<file path="src/rtl/cmp_search_pkg.sv">
// Shared encodings for the comparator-driven binary search controller.
// Holds state encodings, the default width and comparator result codes.
package cmp_search_pkg;

   localparam int DEF_WIDTH = 8;

   localparam logic [1:0] ST_IDLE  = 2'd0;
   localparam logic [1:0] ST_PROBE = 2'd1;
   localparam logic [1:0] ST_DONE  = 2'd2;

   typedef enum logic [1:0] {
      IDLE  = ST_IDLE,
      PROBE = ST_PROBE,
      DONE  = ST_DONE
   } state_t;

   // Comparator result as {gt, eq, lt}
   localparam logic [2:0] CMP_GT = 3'b100;
   localparam logic [2:0] CMP_EQ = 3'b010;
   localparam logic [2:0] CMP_LT = 3'b001;

   function automatic logic res_legal(input logic [2:0] res);
      return (res == CMP_GT) || (res == CMP_EQ) || (res == CMP_LT);
   endfunction

endpackage

</file>
<file path="src/rtl/cmp_search_bound.sv">
// Combinational next-bound update for one search step; zero latency, no flow control.
// Flags an empty range, including the mid==0 & lt underflow case.
module cmp_search_bound
   import cmp_search_pkg::*;
#(
   parameter int WIDTH = DEF_WIDTH
) (
   input  logic [WIDTH:0] lo,
   input  logic [WIDTH:0] hi,
   input  logic [WIDTH:0] mid,
   input  logic           gt,
   input  logic           lt,
   output logic [WIDTH:0] next_lo,
   output logic [WIDTH:0] next_hi,
   output logic           empty
);

   localparam logic [WIDTH:0] ONE = {{WIDTH{1'b0}}, 1'b1};

   always_comb begin
      next_lo = lo;
      next_hi = hi;
      empty   = 1'b0;
      if (gt) begin
         next_lo = mid + ONE;
      end
      // hi would go negative; treat as empty rather than letting it wrap
      if (lt) begin
         if (mid == '0) begin
            empty = 1'b1;
         end else begin
            next_hi = mid - ONE;
         end
      end
      if (next_lo > next_hi) begin
         empty = 1'b1;
      end
   end

endmodule

</file>
<file path="src/rtl/cmp_search_ctrl.sv">
// Binary-search initiator driving an external magnitude comparator; first probe the cycle after start.
// Probe held stable until cmp_valid; one probe per cycle when cmp_valid is tied high.
module cmp_search_ctrl
   import cmp_search_pkg::*;
#(
   parameter int WIDTH = DEF_WIDTH
) (
   input  logic             clk,
   input  logic             rst_n,
   input  logic             start,
   output logic [WIDTH-1:0] probe,
   output logic             probe_valid,
   input  logic             cmp_valid,
   input  logic             cmp_gt,
   input  logic             cmp_eq,
   input  logic             cmp_lt,
   output logic             busy,
   output logic             done,
   output logic             found,
   output logic             err,
   output logic [WIDTH-1:0] result,
   output logic [3:0]       probes
);

   state_t           state, state_nxt;
   logic [WIDTH:0]   lo, hi, lo_nxt, hi_nxt;
   logic [WIDTH:0]   mid;
   logic [WIDTH:0]   bnd_lo, bnd_hi;
   logic             bnd_empty;
   logic [3:0]       probes_nxt;
   logic             found_nxt, err_nxt;
   logic [WIDTH-1:0] result_nxt;
   logic [2:0]       res;

   // Overflow-free midpoint: floor((lo+hi)/2) without a wider sum
   assign mid = lo + ((hi - lo) >> 1);
   assign res = {cmp_gt, cmp_eq, cmp_lt};

   cmp_search_bound #(
      .WIDTH (WIDTH)
   ) u_bound (
      .lo      (lo),
      .hi      (hi),
      .mid     (mid),
      .gt      (cmp_gt),
      .lt      (cmp_lt),
      .next_lo (bnd_lo),
      .next_hi (bnd_hi),
      .empty   (bnd_empty)
   );

   always_ff @(posedge clk or negedge rst_n) begin
      if (!rst_n) begin
         state <= IDLE;
      end else begin
         state <= state_nxt;
      end
   end

   always_comb begin
      state_nxt   = state;
      lo_nxt      = lo;
      hi_nxt      = hi;
      probes_nxt  = probes;
      found_nxt   = found;
      err_nxt     = err;
      result_nxt  = result;
      probe       = '0;
      probe_valid = 1'b0;
      busy        = 1'b0;
      done        = 1'b0;
      case (state)
         IDLE: begin
            if (start) begin
               lo_nxt     = '0;
               hi_nxt     = {1'b0, {WIDTH{1'b1}}};
               probes_nxt = '0;
               found_nxt  = 1'b0;
               err_nxt    = 1'b0;
               state_nxt  = PROBE;
            end
         end
         PROBE: begin
            probe       = mid[WIDTH-1:0];
            probe_valid = 1'b1;
            busy        = 1'b1;
            if (cmp_valid) begin
               probes_nxt = (probes == 4'hF) ? probes : probes + 4'd1;
               if (!res_legal(res)) begin
                  err_nxt    = 1'b1;
                  result_nxt = mid[WIDTH-1:0];
                  state_nxt  = DONE;
               end else if (res == CMP_EQ) begin
                  found_nxt  = 1'b1;
                  result_nxt = mid[WIDTH-1:0];
                  state_nxt  = DONE;
               end else if (bnd_empty) begin
                  err_nxt    = 1'b1;
                  result_nxt = mid[WIDTH-1:0];
                  state_nxt  = DONE;
               end else begin
                  lo_nxt = bnd_lo;
                  hi_nxt = bnd_hi;
               end
            end
         end
         DONE: begin
            done      = 1'b1;
            state_nxt = IDLE;
         end
         default: begin
            state_nxt = IDLE;
         end
      endcase
   end

   always_ff @(posedge clk or negedge rst_n) begin
      if (!rst_n) begin
         lo     <= '0;
         hi     <= '0;
         probes <= '0;
         found  <= 1'b0;
         err    <= 1'b0;
         result <= '0;
      end else begin
         lo     <= lo_nxt;
         hi     <= hi_nxt;
         probes <= probes_nxt;
         found  <= found_nxt;
         err    <= err_nxt;
         result <= result_nxt;
      end
   end

endmodule

</file>
<file path="config.mk">
export PLATFORM = sky130hd
export DESIGN_NAME = cmp_search_ctrl
export DESIGN_NICKNAME = d
export VERILOG_FILES = /design/src/rtl/cmp_search_pkg.sv /design/src/rtl/cmp_search_bound.sv /design/src/rtl/cmp_search_ctrl.sv
export SDC_FILE = /design/constraint.sdc
export NUM_CORES = 1
export LEC_CHECK = 0
export ABC_AREA = 1
export BUFFER_PORTS_ARGS = -buffer_cell sky130_fd_sc_hd__buf_4
export CORE_MARGIN = 3
export CORE_UTILIZATION = 40
export DETAILED_ROUTE_END_ITERATION = 8
export PLACE_DENSITY_LB_ADDON = 0.05
export SKIP_CTS_REPAIR_TIMING = 1
export SLEW_MARGIN = 20
export SYNTH_ARGS = -nofsm -noshare
export SYNTH_HDL_FRONTEND = slang
export SYNTH_HIERARCHICAL = 1
export SYNTH_SLANG_ARGS = --single-unit
</file>
<file path="constraint.sdc">
create_clock -name clk -period 4.5 [get_ports clk]
set_input_delay 0.9 -clock clk [delete_from_list [all_inputs] [get_ports clk]]
set_output_delay 0.9 -clock clk [all_outputs]
set_load 0.005 [all_outputs]
</file>
==> results.toml <==
[place]
place_hpwl_mm = 7.647
gp_congestion = 0.8673
dpl_cell_area_sq_um = 4350
io_buffers = 31

[critical_path]
critical_path_arrival_ns = 4.68
worstPathMaxFanout = 8
start_kind = "flip-flop"
r2r_start = "hi[2]"
slowest_stage = "dfrtp_2"
cp.required_ns = 4.68
slowest_delay_ns = 0.44
startpoint = "hi[2]"
cp_common_cell = "nand2_2"
critPathCaptureType = "flip-flop"
crit_type = "reg2reg"

[cts]
clockRootBuffer = "clkbuf_8"
clock-sinks = 34
cts_tree = "built"
clockBufferDepth = 2
clkLatencyLatePin_ns = 0.29
cts_buffers = 5
cts-htree-levels = 2
clk_pin_slew_ns = 0.07

[sta]
whs_ns = 0.4854
worst_slack_ns = -0.006002
finalCritPeriodShare_pct = 100.1
finalClockSkew_ns = 0.005991
finalSetupViolations = 4
slew_headroom_pct = 66.95
hold_viol = 0
max_freq_ghz = 0.2219
drv_slew = 0
min_period_ns = 4.506
rsz0062_at_grt = "true"
setup-tns-final_ns = -0.01174
tightestPinTransition_ns = 0.4906

[grt]
grt_first_pass_wirelength_mm = 15.96
grt_max_degree = 35
grt_pass1_vias = 3291
track_usage_pct = 20.54
grt.overflow.total = 0
antenna_found_initial = 0

[final_layout]
area_growth_pct = 54.52
final_util_pct = 65.73
n_antenna_cell = 0
final_cell_area_sq_um = 5238
final_layout_size_suffix_gt1_share_pct = 54.66
fin_nets = 659

[die]
die_w_um = 98.05
die_height_um = 98.05
io_pins = 32
start_util_pct = 42.54
dieArea_sq_um = 9614
num_rows = 32
placeableCoreArea_sq_um = 7968

[detailed_routing]
drt_first_pass_iters = 4
ant_nets = 0
vias = 3488
vias_per_cell = 4.818
route.detailed.drc = 0
routedWlPerCell_um = 14.47
drt_iter0_markers = 123
drt_wl_total_mm = 10.48

[synthesis]
syn-cell-area_sq_um = 3390
synthesis.instances = 485
ys_seq_elements = 34
yosys-top-cells-area = "dfrtp_1, nand2_1, ha_1, inv_1, nand3_1"
yosys_warnings = 6
synth_largest_area_cell = "dfrtp_1"
ys_seq_area_share_pct = 25.10
synth_top_area_share_pct = 25.10
synth_nets = 522
synth_cell_types = 36
syn_avg_cell_area_sq_um = 6.989

[min_path]
min-delay-start = "result[7]"
hold_path_class = "reg2reg"

[job]
cap_violations = 0

[outcome]
violations = "setup timing"
status = "complete, but fails checks"
## state kept, by name, summed over array words and instances (netlist names)
signal,cells
hi,9
lo,9
result,8
probes,4
state,2
err,1
found,1
## cell usage in the layout, fill, tap and decap left out, types with 7 or more instances in the layout
cell / count
nor2_4: 7
nand2_4: 16
buf_4: 133
ha_4: 16
nor2_2: 9
nand3_1: 21
inv_1: 57
o21ai_1: 10
inv_2: 24
ha_1: 12
nand2_2: 48
a21oi_2: 7
nand2_1: 85
nor2_1: 26
o21ai_2: 21
o21ai_0: 8
nand3_2: 18
nand4_1: 10
dfrtp_1: 31
## cell type report
type / count / area, sq um
fillers: 698 / 2730
clock buffers: 5 / 68.82
flip-flops and latches: 34 / 854.6
inverters: 85 / 337.8
repair buffers: 142 / 1126
clock inverters: 2 / 10.01
multi-input cells: 354 / 2713
well taps: 102 / 127.6
## metrics by stage
step	worst slack [ns]	instances
floorplan	0.1167	485
global placement	-0.2055	702
global route	-0.2678	724
finish	-0.006002	724
CTS	-0.3387	709
detailed placement	-0.3070	702
## path summary, 6_finish.rpt
kind,end,slack (ns),depth (start not counted)
hold / removal,result[7],0.49,2
hold reg to reg,result[7],0.49,2
min in group asynchronous,result[5],0.55,1
setup reg to reg,hi[7],-0.006,36
setup / recovery,hi[7],-0.006,36
max in group asynchronous,hi[4],3.58,1
## Yosys cell counts, drive strengths merged
master	count
o21a	2
inv	84
a21o	2
a31oi	1
buf	10
clkinv	1
nand3	39
ha	28
clkbuf	2
dfrtp	34
nor2	42
and2	2
a21boi	1
or2	1
xor2	7
xnor2	5
nand2	151
a31o	1
nand4	10
o21ai	43
nand3b	1
a21oi	16
fa	2
## kinds of logic (layout without fill, tap and decap cells)
kind of cell | count (synthesis) | in the layout | synth area share [%]
flops | 34 | 34 | 25.10
xor+xnor | 12 | 12 | 3.101
buf+inv | 97 | 234 | 13.07
fa+ha+maj | 30 | 30 | 11.52
simple gates | 246 | 246 | 35.51
compound gates | 66 | 66 | 11.70
## layer usage
layer,GRT usage (%),share of wire [%],vias up
met2,33.14,49,51
met5,0,0,-
met4,7.029,1.4,0
met1,27.93,47,1624
li1,-,-,1801
met3,3.286,3.1,12
## worst max-delay path, delay by kind of cell (launching register included)
kind	cells	cell delay, ns
adder cells (fa/ha/maj)	3	0.77
AO/OA/AOI/OAI	7	0.91
AND/OR/NAND/NOR	21	1.77
flip-flops	1	0.44
buffers and inverters	5	0.50
Power is left out: the tool's default activity adds up to more than one toggle a clock period on the data nets, which glitch-free logic cannot reach.
